`config.mk`:
```
export PLATFORM = sky130hd
export DESIGN_NAME = cover_hit_collector_flat
export DESIGN_NICKNAME = d
export VERILOG_FILES = /design/src/rtl/cover_hit_collector_if.sv /design/src/rtl/cover_hit_collector.sv /design/src/flat_wrapper.sv
export SDC_FILE = /design/constraint.sdc
export NUM_CORES = 1
export LEC_CHECK = 0
export CAP_MARGIN = 40
export CORE_ASPECT_RATIO = 0.75
export CORE_MARGIN = 1.5
export CORE_UTILIZATION = 45
export CTS_BUF_LIST = sky130_fd_sc_hd__clkbuf_8 sky130_fd_sc_hd__clkbuf_16
export CTS_CLUSTER_SIZE = 40
export DETAILED_ROUTE_END_ITERATION = 12
export HOLD_SLACK_MARGIN = 0.05
export PLACE_DENSITY = 0.63
export SYNTH_ARGS = -nofsm -noshare
export SYNTH_HDL_FRONTEND = slang
export SYNTH_SLANG_ARGS = --single-unit
```
`constraint.sdc`:
```
create_clock -name clk -period 5.55 [get_ports clk]
set_input_delay 1.11 -clock clk [delete_from_list [all_inputs] [get_ports clk]]
set_output_delay 1.11 -clock clk [all_outputs]
set_load 0.05 [all_outputs]
```
`src/rtl/cover_hit_collector_if.sv`:
```
// rtl/cover_hit_collector_if.sv - read request/response handshake for cover_hit_collector
interface cover_hit_collector_if #(
    parameter int NUM_BINS = 4,
    parameter int CNT_W    = 8,
    parameter int TS_W     = 16
);
    localparam int IDX_W = $clog2(NUM_BINS) + 1;

    logic             rd_req_i;
    logic [IDX_W-1:0] rd_idx_i;
    logic             rd_req_rdy_o;
    logic             rd_valid_o;
    logic             rd_ready_i;
    logic [CNT_W-1:0] rd_count_o;
    logic [TS_W-1:0]  rd_first_o;
    logic             rd_err_o;

    modport slave (
        input  rd_req_i, rd_idx_i, rd_ready_i,
        output rd_req_rdy_o, rd_valid_o, rd_count_o, rd_first_o, rd_err_o
    );

    modport master (
        output rd_req_i, rd_idx_i, rd_ready_i,
        input  rd_req_rdy_o, rd_valid_o, rd_count_o, rd_first_o, rd_err_o
    );
endinterface

```
`src/rtl/cover_hit_collector.sv`:
```
// rtl/cover_hit_collector.sv - per-bin hit counters, first-hit stamps and coverage flags with a read port
module cover_hit_collector #(
    parameter int NUM_BINS  = 4,
    parameter int CNT_W     = 8,
    parameter int TS_W      = 16,
    parameter int EDGE_MODE = 0
) (
    input  logic                clk,
    input  logic                rst,
    input  logic                sample_en,
    input  logic [NUM_BINS-1:0] hit_i,
    input  logic                clear_i,
    cover_hit_collector_if.slave rd,
    output logic [NUM_BINS-1:0] covered_o,
    output logic                all_covered_o,
    output logic                all_cov_pulse_o
);
    localparam int IDX_W = $clog2(NUM_BINS) + 1;
    localparam logic [CNT_W-1:0] CNT_MAX = '1;
    localparam logic [TS_W-1:0]  TS_MAX  = '1;

    typedef enum logic [1:0] {IDLE, CAPT, RESP} state_t;
    state_t state, state_nxt;

    logic [TS_W-1:0]     stamp, stamp_nxt;
    logic [NUM_BINS-1:0] prev, prev_nxt, hit_ev, covered_nxt;
    logic                all_nxt;
    logic [CNT_W-1:0]    count [NUM_BINS];
    logic [CNT_W-1:0]    count_nxt [NUM_BINS];
    logic [TS_W-1:0]     first [NUM_BINS];
    logic [TS_W-1:0]     first_nxt [NUM_BINS];

    logic [IDX_W-1:0] idx_q;
    logic [CNT_W-1:0] snap_count, snap_count_nxt;
    logic [TS_W-1:0]  snap_first, snap_first_nxt;
    logic             snap_err, snap_err_nxt;

    always_comb begin
        hit_ev      = sample_en ? (hit_i & ((EDGE_MODE != 0) ? ~prev : {NUM_BINS{1'b1}})) : '0;
        prev_nxt    = clear_i ? '0 : (sample_en ? hit_i : prev);
        stamp_nxt   = stamp;
        if (clear_i)
            stamp_nxt = '0;
        else if (sample_en && stamp != TS_MAX)
            stamp_nxt = stamp + TS_W'(1);
        covered_nxt = clear_i ? '0 : (covered_o | hit_ev);
        all_nxt     = &covered_nxt;
        for (int b = 0; b < NUM_BINS; b++) begin
            count_nxt[b] = count[b];
            first_nxt[b] = first[b];
            if (clear_i) begin
                count_nxt[b] = '0;
                first_nxt[b] = '0;
            end else if (hit_ev[b]) begin
                if (count[b] != CNT_MAX)
                    count_nxt[b] = count[b] + CNT_W'(1);
                // first-hit stamp is the value before this edge's increment
                if (!covered_o[b])
                    first_nxt[b] = stamp;
            end
        end
    end

    always_ff @(posedge clk or posedge rst) begin
        if (rst) begin
            stamp           <= '0;
            prev            <= '0;
            covered_o       <= '0;
            all_covered_o   <= 1'b0;
            all_cov_pulse_o <= 1'b0;
            for (int b = 0; b < NUM_BINS; b++) begin
                count[b] <= '0;
                first[b] <= '0;
            end
        end else begin
            stamp           <= stamp_nxt;
            prev            <= prev_nxt;
            covered_o       <= covered_nxt;
            all_covered_o   <= all_nxt;
            all_cov_pulse_o <= all_nxt & ~all_covered_o;
            for (int b = 0; b < NUM_BINS; b++) begin
                count[b] <= count_nxt[b];
                first[b] <= first_nxt[b];
            end
        end
    end

    // snapshot takes the values being written on the capture edge
    always_comb begin
        snap_err_nxt   = (idx_q >= IDX_W'(NUM_BINS));
        snap_count_nxt = '0;
        snap_first_nxt = '0;
        for (int b = 0; b < NUM_BINS; b++) begin
            if (idx_q == IDX_W'(b)) begin
                snap_count_nxt = count_nxt[b];
                snap_first_nxt = first_nxt[b];
            end
        end
    end

    always_ff @(posedge clk or posedge rst) begin
        if (rst) begin
            state <= IDLE;
        end else begin
            state <= state_nxt;
        end
    end

    always_comb begin
        state_nxt = state;
        case (state)
            IDLE:    if (rd.rd_req_i) state_nxt = CAPT;
            CAPT:    state_nxt = RESP;
            RESP:    if (rd.rd_ready_i) state_nxt = IDLE;
            default: state_nxt = IDLE;
        endcase
    end

    always_ff @(posedge clk or posedge rst) begin
        if (rst) begin
            idx_q      <= '0;
            snap_count <= '0;
            snap_first <= '0;
            snap_err   <= 1'b0;
        end else begin
            if (state == IDLE && rd.rd_req_i)
                idx_q <= rd.rd_idx_i;
            if (state == CAPT) begin
                snap_count <= snap_count_nxt;
                snap_first <= snap_first_nxt;
                snap_err   <= snap_err_nxt;
            end
        end
    end

    always_comb begin
        rd.rd_req_rdy_o = (state == IDLE);
        rd.rd_valid_o   = (state == RESP);
        rd.rd_count_o   = (state == RESP) ? snap_count : '0;
        rd.rd_first_o   = (state == RESP) ? snap_first : '0;
        rd.rd_err_o     = (state == RESP) ? snap_err : 1'b0;
    end
endmodule

```
`src/flat_wrapper.sv`:
```
// flat-port wrapper written by rule: the top's interface ports become plain ports
module cover_hit_collector_flat 
#(
    parameter int NUM_BINS  = 4,
    parameter int CNT_W     = 8,
    parameter int TS_W      = 16,
    parameter int EDGE_MODE = 0
)
  (clk, rst, sample_en, hit_i, clear_i, covered_o, all_covered_o, all_cov_pulse_o, rd_rd_req_i, rd_rd_idx_i, rd_rd_ready_i, rd_rd_req_rdy_o, rd_rd_valid_o, rd_rd_count_o, rd_rd_first_o, rd_rd_err_o);
  cover_hit_collector_if #(.NUM_BINS(NUM_BINS), .CNT_W(CNT_W), .TS_W(TS_W)) rd_i ();
  input  logic clk;
  input  logic rst;
  input  logic sample_en;
  input  logic [NUM_BINS-1:0] hit_i;
  input  logic clear_i;
  output logic [NUM_BINS-1:0] covered_o;
  output logic all_covered_o;
  output logic all_cov_pulse_o;
  input wire logic [$bits(rd_i.rd_req_i)-1:0] rd_rd_req_i;
  input wire logic [$bits(rd_i.rd_idx_i)-1:0] rd_rd_idx_i;
  input wire logic [$bits(rd_i.rd_ready_i)-1:0] rd_rd_ready_i;
  output wire logic [$bits(rd_i.rd_req_rdy_o)-1:0] rd_rd_req_rdy_o;
  output wire logic [$bits(rd_i.rd_valid_o)-1:0] rd_rd_valid_o;
  output wire logic [$bits(rd_i.rd_count_o)-1:0] rd_rd_count_o;
  output wire logic [$bits(rd_i.rd_first_o)-1:0] rd_rd_first_o;
  output wire logic [$bits(rd_i.rd_err_o)-1:0] rd_rd_err_o;
  assign rd_i.rd_req_i = rd_rd_req_i;
  assign rd_i.rd_idx_i = rd_rd_idx_i;
  assign rd_i.rd_ready_i = rd_rd_ready_i;
  assign rd_rd_req_rdy_o = rd_i.rd_req_rdy_o;
  assign rd_rd_valid_o = rd_i.rd_valid_o;
  assign rd_rd_count_o = rd_i.rd_count_o;
  assign rd_rd_first_o = rd_i.rd_first_o;
  assign rd_rd_err_o = rd_i.rd_err_o;
  cover_hit_collector #(.NUM_BINS(NUM_BINS), .CNT_W(CNT_W), .TS_W(TS_W), .EDGE_MODE(EDGE_MODE)) u_core (.clk(clk), .rst(rst), .sample_en(sample_en), .hit_i(hit_i), .clear_i(clear_i), .rd(rd_i), .covered_o(covered_o), .all_covered_o(all_covered_o), .all_cov_pulse_o(all_cov_pulse_o));
endmodule
```
==> out/qor.yml, run 1 <==
synth:
  seq_area_frac_synth_pct: 50.79
  syn_inst: 791
  synth_nets: 809
  async_flop_share_pct: 100.0
  synthFlopType: "dfrtp_1"
  yosysWarnings: 0
  synth_edf_count: 0
  avgSynthCellArea_um2: 9.219
  yosysUniqueCellTypes: 50
  synth.top_cell.area_share_pct: 50.79
  ys_ff_latch: 148
  yosysTopAreaCell: "dfrtp_1"
  synthTopCellsByArea: "dfrtp_1, nand2_1, a21oi_1"
  synthesis.area_um2: 7292
clock_network:
  clock_latency_ns: 0.42
  clockBufferDepth: 2
  cts_sinks: 148
  cts-root-buf: "clkbuf_16"
  cts-resized-gates: 0
  htree_levels: 4
  tritoncts: "built"
  post_cts_buffers: 0
  holdBufCountCts: 0
  clk_pin_slew_ns: 0.06
  numCtsBuffers: 17
timing:
  max_freq_mhz: 276.1
  tightest_slew_ns: 0.8396
  maxSlewViolCount: 0
  rsz0062_at_grt: "no"
  fin_tns_setup_ns: 0
  hold_violations: 0
  fin_crit_sh_pct: 65.27
  setup_viol: 0
  min_period_ns: 3.622
  whs_ns: 0.4240
  max-slew-margin-rel_pct: 44.03
  finalClockSkew_ns: 0.007376
floorplanning:
  initial_core_util_pct: 45.82
  die_w_um: 150.0
  io_pins: 46
  fp-row-count: 40
  die-area_um2: 16980
  core_um2: 15920
  die_y_um: 113.2
setup_path:
  crit_type: "reg2out"
  cp_data_arrival_time_ns: 2.51
  required_ns: 4.44
  cp-start-kind: "flop"
  cp-end-kind: "output port"
  worstPathMaxFanout: 23
global_route:
  grt_pass1_vias: 5762
  grt_max_degree: 80
  grt_pass1_wl_mm: 31.40
  antenna_found_initial: 0
  grt_usage_pct: 24.22
  grt_overflow_total: 0
cells_and_area:
  finalNetCount: 828
  final_util_pct: 53.40
  final_cell_mix: "nand2_1, dfrtp_1, nor2_1"
  postLayoutCellArea_um2: 8499
  area_growth_syn_to_layout_pct: 16.56
  antennaDiodeCount: 0
  mostFrequentLayoutCell: "nand2_1"
  drive_gt1_share_pct: 7.898
drt:
  ant_nets: 0
  first_iter_violations: 552
  firstDrtPassIters: 5
  routed_wl_mm: 19.60
  wl_per_cell_um: 18.97
  drc: 0
  viasPerCell: 5.734
  num_vias: 5923
run_status:
  status: "complete, no violations"
power_and_ir_drop:
  p_leak_nw: 3.763
  p_per_area_nw_per_um2: 372.9
  ir_drop_mv: 0.2889
placed_design:
  dp_hpwl_mm: 12.95
  gp_congestion: 0.8693
  io_buffers: 45
  placed_area_um2: 7894
worst_hold_path:
  holdCritPathClass: "reg2reg"
flow_run:
  maxCapViolCount: 0
-- routing by layer --
metal	vias up	part of all wire (%)	GRT usage, %
met2	193	40	31.87
met4	0	0.69	5.359
met3	11	7.0	5.927
met1	2961	52	39.24
met5	-	0	0
li1	2758	-	-
-- worst paths after layout --
kind	start	depth (start not counted)	to	slack, ns
min in group asynchronous	rst	2	u_core.count[31]	1.06
hold reg to reg	u_core.all_covered_o	1	u_core.all_cov_pulse_o	0.42
setup reg to reg	u_core.idx_q[0]	6	u_core.snap_count[4]	3.22
setup / recovery	u_core.state[1]	4	rd_rd_first_o[1]	1.93
hold / removal	u_core.all_covered_o	1	u_core.all_cov_pulse_o	0.42
max in group asynchronous	rst	4	u_core.first[25]	3.29
-- kinds of logic after synthesis --
kind of cell               count (synthesis)  share of synthesized area, %
buffers and inverters                     60                         3.552
xor gates and xnor gates                  22                         2.642
and+or+nand+nor                          349                         21.77
adders and majority gates                  5                        0.8579
muxes                                     45                         6.486
AOI/OAI and AO/OA                        162                         13.90
DFF                                      148                         50.79
-- stage by stage --
step                      worst slack [ns]  cells  total power, mW
after CTS                            1.906   1033            3.182
after floorplan                     0.4603    791            1.751
final                                1.928   1033            3.169
after global routing                 1.781   1033            3.301
after detailed placement             1.693   1001            1.998
after global placement               1.735    998            1.968
-- cells in the mapped netlist (all sizes together), types with 5 or more instances --
library cell,instances
a211oi,7
a21oi,62
a22oi,16
a31oi,6
and2,28
and3,11
and4,5
buf,22
clkbuf,34
dfrtp,148
ha,5
mux2,18
mux2i,27
nand2,152
nand2b,6
nand3,19
nand4,13
nor2,82
nor2b,7
nor3,11
o211ai,19
o21ai,29
or2,5
xnor2,8
xor2,14
-- where the power goes --
part | switching, mW | leakage, nW | internal [mW]
Combinational | 0.474 | 1.42 | 0.250
Clock | 0.445 | 0.307 | 0.735
Sequential | 0.0978 | 2.04 | 1.17
-- flip-flops by register name, summed over array words and instances (netlist names) --
register,count
u_core.count,32
u_core.stamp,16
u_core.snap_count,8
u_core.state,2
u_core.all_covered_o,1
u_core.snap_err,1
u_core.snap_first,16
u_core.idx_q,3
u_core.all_cov_pulse_o,1
u_core.covered_o,4
u_core.first,64
-- worst max-delay path: stages (launching register included) --
cell             delay [ns]
dfrtp_1                0.47
nor2b_1                0.33
buf_4                  0.30
and2_1                 0.17
clkdlybuf4s50_1        0.81
-- cell type report --
cell class | count | area [um^2]
repair buffers | 56 | 578.1
well taps | 210 | 262.8
fillers | 1407 | 7416
flip-flops and latches | 148 | 3704
clock buffers | 20 | 466.7
multi-input cells | 583 | 3329
inverters | 4 | 20.02
clock inverters | 12 | 138.9
Power figures use the tool's default switching activity.
==> run 2: changes to the inputs <==
==> constraint.sdc (replaced) <==
create_clock -name clk -period 3.4 [get_ports clk]
set_input_delay 0.68 -clock clk [delete_from_list [all_inputs] [get_ports clk]]
set_output_delay 0.68 -clock clk [all_outputs]
set_load 0.05 [all_outputs]
==> run 2 against run 1 <==
Net effect: critical path depth decreased by 2; utilization is 0.094 points lower; sequential cell count did not move; via count up 0.64%; die area stayed put; highest routed layer unchanged.
==> out/qor.yml, run 2 (synthesis gave the netlist of run 1 again) <==
run_status:
  status: "complete, no violations"
power_and_ir_drop:
  power.switching_mw: 1.700  # +67%
  comb_power_share_pct: 23.2  # +0.4 points
  switching_share_pct: 33.31  # +1.2 points
  ir_drop_mv: 0.4679  # +62%
  p_leak_nw: 3.832  # +1.8%
  clockPowerShare_pct: 37.1  # about the same
  p_per_area_nw_per_um2: 601.5  # +61%
  p_seq_share_pct: 39.7  # -0.2 points
  p_int_mw: 3.403  # +58%
clock_network:
  cts_sinks: 148  # unchanged
  clockBufferDepth: 2  # unchanged
  cts-root-buf: "clkbuf_16"
  post_cts_buffers: 0  # unchanged
  clock_latency_ns: 0.42  # about the same
  htree_levels: 4  # unchanged
  holdBufCountCts: 0  # unchanged
  tritoncts: "built"
  numCtsBuffers: 17  # unchanged
  cts-resized-gates: 0  # unchanged
  clk_pin_slew_ns: 0.07  # about the same
setup_path:
  cp-startpoint: "u_core.state[0]"
  r2r-start: "u_core.count[24]"
  cpPeakStageDelay_ns: 0.83  # +0.02 ns
  crit_chain: "nor2_1, clkdlybuf4s50_1"
  endpoint: "rd_rd_req_rdy_o"
  path_depth: 2  # -2
  r2r_setup_slack_ns: 1.26  # -1.96 ns
  reg2reg_depth: 7  # +1
  cp_top_family: "buffers and inverters"
  worstPathMaxFanout: 9  # -61%
  cp_data_arrival_time_ns: 1.90  # -0.61 ns
  cp-end-kind: "output port"
  crit_buf_inv: 1  # -1
  crit_slowest_cell: "clkdlybuf4s50_1"
  crit_type: "reg2out"
  worstReg2RegEnd: "u_core.snap_count[6]"
  cp-start-kind: "flop"
  required_ns: 2.72  # -1.72 ns
drt:
  drc: 0  # unchanged
  wl_per_cell_um: 18.29  # -3.6%
  viasPerCell: 5.715  # -0.32%
  routed_wl_mm: 19.08  # -2.6%
  first_iter_violations: 621  # +13%
  num_vias: 5961  # +0.64%
  ant_nets: 0  # unchanged
  firstDrtPassIters: 5  # unchanged
cells_and_area:
  final-seq-area_um2: 3704  # unchanged
  finalNetCount: 838  # +1.2%
  area_growth_syn_to_layout_pct: 16.35
  multi_input_area_um2: 3329  # unchanged
  top_regs: "u_core.first (64), u_core.count (32)"
  final_cell_mix: "nand2_1, dfrtp_1, nor2_1"
  mostFrequentLayoutCell: "nand2_1"
  largest_register_ffs: 64  # unchanged
  antennaDiodeCount: 0  # unchanged
  regMostFlops: "u_core.first"
  n_fill_cell: 1447  # +2.8%
  drive_gt1_share_pct: 12.36  # +4.5 points
timing:
  min_period_ns: 2.577
  setup_viol: 0  # unchanged
  tightest_slew_ns: 0.7392  # -0.1004 ns
  maxSlewViolCount: 0  # unchanged
  max_freq_mhz: 388.1
  fin_crit_sh_pct: 75.78
  fin_tns_setup_ns: 0  # unchanged
  rsz0062_at_grt: "no"
  finalClockSkew_ns: 0.01130  # +0.003925 ns
  hold_violations: 0  # unchanged
  setup_slack_ns: 0.8234  # -1.104 ns
  max-slew-margin-rel_pct: 50.72  # +6.7 points
  whs_ns: 0.4198  # -0.004243 ns
flow_run:
  maxCapViolCount: 0  # unchanged
floorplanning:
  initial_core_util_pct: 45.82  # unchanged
  io_pins: 46  # unchanged
  die_y_um: 113.2  # unchanged
  core_um2: 15920  # unchanged
  die_w_um: 150.0  # unchanged
  fp-row-count: 40  # unchanged
  die-area_um2: 16980  # unchanged
placed_design:
  io_buffers: 45  # unchanged
  dp_hpwl_mm: 12.82  # -1.0%
  dp_slack_ns: 0.4049  # -1.288 ns
  gp_congestion: 0.9141  # +5.2%
worst_hold_path:
  hold_depth: 1  # unchanged
  holdCritPathClass: "reg2reg"
global_route:
  grt_pass1_vias: 5781  # +0.33%
  grt_use_met1_pct: 37.88  # -1.4 points
  grt_overflow_total: 0  # unchanged
  grtUsageMet2_pct: 32.20  # +0.34 points
  busiest_layer: "met1"
  grtUsageMet3_pct: 7.500  # +1.6 points
  antenna_found_initial: 0  # unchanged
  grt_usage_pct: 24.05  # -0.17 points
  grt_pass1_wl_mm: 31.40  # unchanged
  grt_max_degree: 58  # -28%
## run 2: worst min-delay path by stage
| stage | from | endpoint | slack, ns |
|---|---|---|---|
| after floorplan | u_core.snap_err | u_core.snap_err | 0.44 |
| after global placement | u_core.all_covered_o | u_core.all_cov_pulse_o | 0.41 |
| after detailed placement | u_core.all_covered_o | u_core.all_cov_pulse_o | 0.41 |
| after CTS | u_core.all_covered_o | u_core.all_cov_pulse_o | 0.42 |
| after global routing | u_core.all_covered_o | u_core.all_cov_pulse_o | 0.43 |
| final | u_core.all_covered_o | u_core.all_cov_pulse_o | 0.42 |
## run 2: per-layer routing
| metal | vias up | part of all wire (%) |
|---|---|---|
| met2 | 192 | 40 |
| met4 | 0 | 0.78 |
| met3 | 15 | 8.0 |
| met1 | 2965 | 51 |
| li1 | 2789 | - |
| met5 | - | 0 |
## run 2: layout make-up
cell class / count / area share, %
Inverter: 4 / 0.2212
Clock inverter: 14 / 1.799
Tap cell: 210 / 3.097
Clock buffer: 18 / 5.176
Sequential cell: 148 / 43.65
Multi-Input combinational cell: 583 / 39.24
Timing Repair Buffer: 66 / 6.813
## run 2: power groups by stage
stage          sequential, mW  clock, mW  combinational, mW
3_5_place_dp             2.05          0               1.18
3_3_place_gp             2.05          0               1.16
4_1_cts                  2.02       1.92               1.19
2_1_floorplan            2.00          0              0.855
6_report                 2.03       1.89               1.18
5_1_grt                  2.05       1.99               1.29
## run 2: through the flow
step / util, % / area [um^2] / total power, mW / cells
6_report: 53.31 / 8484 / 5.103 / 1043
5_1_grt: 53.31 / 8484 / 5.332 / 1043
4_1_cts: 53.31 / 8484 / 5.127 / 1043
3_5_place_dp: 49.59 / 7893 / 3.228 / 1011
3_3_place_gp: 49.59 / 7893 / 3.205 / 1011
2_1_floorplan: - / 7296 / 2.858 / 791
==> run 3: changes to the inputs <==
==> constraint.sdc (replaced) <==
create_clock -name clk -period 2.5 [get_ports clk]
set_input_delay 0.5 -clock clk [delete_from_list [all_inputs] [get_ports clk]]
set_output_delay 0.5 -clock clk [all_outputs]
set_load 0.05 [all_outputs]
==> run 3 against run 2 <==
Net effect: utilization up 3.4 points; sequential power up 38%; total power up 40%; largest cell class unchanged; largest power group unchanged; global-route usage down 0.10 points; non-clock buffer count up 16; hold slack better by 0.016 ns.
==> out/qor.yml, run 3 (synthesis gave the netlist of run 1 again) <==
run_status:
  status: "complete, no violations"
global_route:
  grt_usage_pct: 23.95  # -0.10 points
  grt_max_degree: 65  # +12%
  grt_pass1_wl_mm: 31.26  # -0.42%
  grt_pass1_vias: 5726  # -0.95%
  antenna_found_initial: 0  # unchanged
  grt_overflow_total: 0  # unchanged
clock_network:
  cts-resized-gates: 0  # unchanged
  holdBufCountCts: 0  # unchanged
  tritoncts: "built"
  clockBufferDepth: 2  # unchanged
  htree_levels: 4  # unchanged
  cts-root-buf: "clkbuf_16"
  clk_pin_slew_ns: 0.06  # about the same
  clock_latency_ns: 0.43  # about the same
  post_cts_buffers: 0  # unchanged
  numCtsBuffers: 17  # unchanged
  cts_sinks: 148  # unchanged
floorplanning:
  io_pins: 46  # unchanged
  fp-row-count: 40  # unchanged
  die_w_um: 150.0  # unchanged
  core_um2: 15920  # unchanged
  die-area_um2: 16980  # unchanged
  die_y_um: 113.2  # unchanged
  initial_core_util_pct: 45.82  # unchanged
cells_and_area:
  n_fill_cell: 1367  # -5.5%
  finalNetCount: 854  # +1.9%
  top_regs: "u_core.first (64), u_core.count (32)"
  regMostFlops: "u_core.first"
  postLayoutCellArea_um2: 9019  # +6.3%
  mostFrequentLayoutCell: "nand2_1"
  final-seq-area_um2: 3704  # unchanged
  fin_cells: 1059  # +1.5%
  final_cell_mix: "nand2_1, dfrtp_1, nor2_1"
  multi_input_area_um2: 3329  # unchanged
  area_growth_syn_to_layout_pct: 23.68
  largest_register_ffs: 64  # unchanged
  antennaDiodeCount: 0  # unchanged
  drive_gt1_share_pct: 14.25  # +1.9 points
drt:
  ant_nets: 0  # unchanged
  routed_wl_mm: 19.28  # +1.0%
  first_iter_violations: 537  # -14%
  viasPerCell: 5.715  # about the same
  wl_per_cell_um: 18.20  # -0.50%
  num_vias: 6052  # +1.5%
  drc: 0  # unchanged
  firstDrtPassIters: 5  # unchanged
timing:
  fin_crit_sh_pct: 90.72
  maxSlewViolCount: 0  # unchanged
  max_freq_mhz: 440.9
  finalClockSkew_ns: 0.006341  # -0.004961 ns
  hold_violations: 0  # unchanged
  tightest_slew_ns: 0.6940  # -0.04522 ns
  setup_viol: 0  # unchanged
  rsz0062_at_grt: "no"
  min_period_ns: 2.268
  max-slew-margin-rel_pct: 53.25  # +2.5 points
power_and_ir_drop:
  power_mw: 7.130  # +40%
  comb_power_share_pct: 24.9  # +1.7 points
  switching_share_pct: 32.95  # -0.36 points
  p_per_area_nw_per_um2: 790.6  # +31%
  p_int_mw: 4.781  # +40%
  clockPowerShare_pct: 35.9  # -1.2 points
  power.switching_mw: 2.349  # +38%
  p_seq_share_pct: 39.2  # -0.5 points
  p_leak_nw: 4.029  # +5.2%
  ir_drop_mv: 0.6754  # +44%
setup_path:
  cp_top_family: "buffers and inverters"
  cpPeakStageDelay_ns: 0.56  # -0.27 ns
  reg2reg_depth: 7  # unchanged
  cp_data_arrival_time_ns: 2.58  # +0.68 ns
  crit_chain: "clkdlybuf4s50_1, buf_4, and2_1, nand4_1, nor3_1, mux2i_1, o21ai_0, a221o_1"
  r2r-start: "u_core.count[16]"
  crit_slowest_cell: "clkdlybuf4s50_1"
  cp-end-kind: "flop"
  required_ns: 2.82  # +0.10 ns
  r2r_setup_slack_ns: 0.46  # -0.80 ns
  cp-start-kind: "input pin"
  worstReg2RegEnd: "u_core.snap_count[6]"
  crit_buf_inv: 2  # +1
  crit_type: "in2reg"
  worstPathMaxFanout: 4  # -5
placed_design:
  gp_congestion: 0.8801  # -3.7%
  io_buffers: 45  # unchanged
  dp.cells: 1027  # +1.6%
  dp_hpwl_mm: 13.62  # +6.2%
  placed_area_um2: 8426  # +6.8%
worst_hold_path:
  hold_end: "u_core.all_cov_pulse_o"
  hold_depth: 1  # unchanged
  holdCritPathClass: "reg2reg"
  min-delay-start: "u_core.all_covered_o"
flow_run:
  maxCapViolCount: 0  # unchanged
run 3: final cells by class:
class                   instances  area share, %
inverters                       4         0.2081
multi-input cells             583          36.92
flip-flops and latches        148          41.07
well taps                     210          2.913
clock buffers                  18          4.870
clock inverters                14          1.679
repair buffers                 82          12.35
run 3: how the worst max path moves through the flow:
| stage | startpoint | end | depth (start not counted) |
|---|---|---|---|
| floorplan | u_core.state[1] | rd_rd_count_o[0] | 4 |
| global placement | sample_en | u_core.snap_count[7] | 8 |
| detailed placement | sample_en | u_core.snap_count[7] | 8 |
| CTS | u_core.state[0] | rd_rd_req_rdy_o | 2 |
| global route | sample_en | u_core.snap_count[7] | 8 |
| finish | sample_en | u_core.snap_count[7] | 8 |
run 3: metrics by stage:
| stage | utilization [%] | hold slack, ns | setup slack, ns | TNS (ns) |
|---|---|---|---|---|
| 2_1_floorplan | - | 0.4375 | 0.03542 | 0 |
| 3_3_place_gp | 52.94 | 0.4166 | -0.1000 | -0.1762 |
| 3_5_place_dp | 52.94 | 0.4280 | -0.1594 | -0.4394 |
| 4_1_cts | 56.65 | 0.4362 | 0.05628 | 0 |
| 5_1_grt | 56.67 | 0.4546 | 0.1097 | 0 |
| 6_report | 56.67 | 0.4355 | 0.2320 | 0 |
run 3: power groups by stage:
stage	Sequential, mW	Clock (mW)	Combinational, mW
2_1_floorplan	2.73	0	1.16
3_3_place_gp	2.82	0	1.74
3_5_place_dp	2.82	0	1.76
4_1_cts	2.79	2.59	1.77
5_1_grt	2.82	2.69	1.92
6_report	2.80	2.56	1.77
run 3: routing by layer:
layer	vias up	global-route usage, %	wire length, um	share of wire [%]
met1	2989	39.69	9935	52
li1	2814	-	-	-
met3	22	4.919	1458	7.6
met4	0	6.340	188	0.98
met2	227	30.76	7693	40
met5	-	0	0	0
run 3: worst reg2reg max path, cell delays in order, from the launching register on:
cell     delay, ns
dfrtp_1       0.42
ha_1          0.26
and4_1        0.25
nand4_1       0.11
mux2i_1       0.32
nor2_1        0.07
a221o_1       0.26
a211o_1       0.23
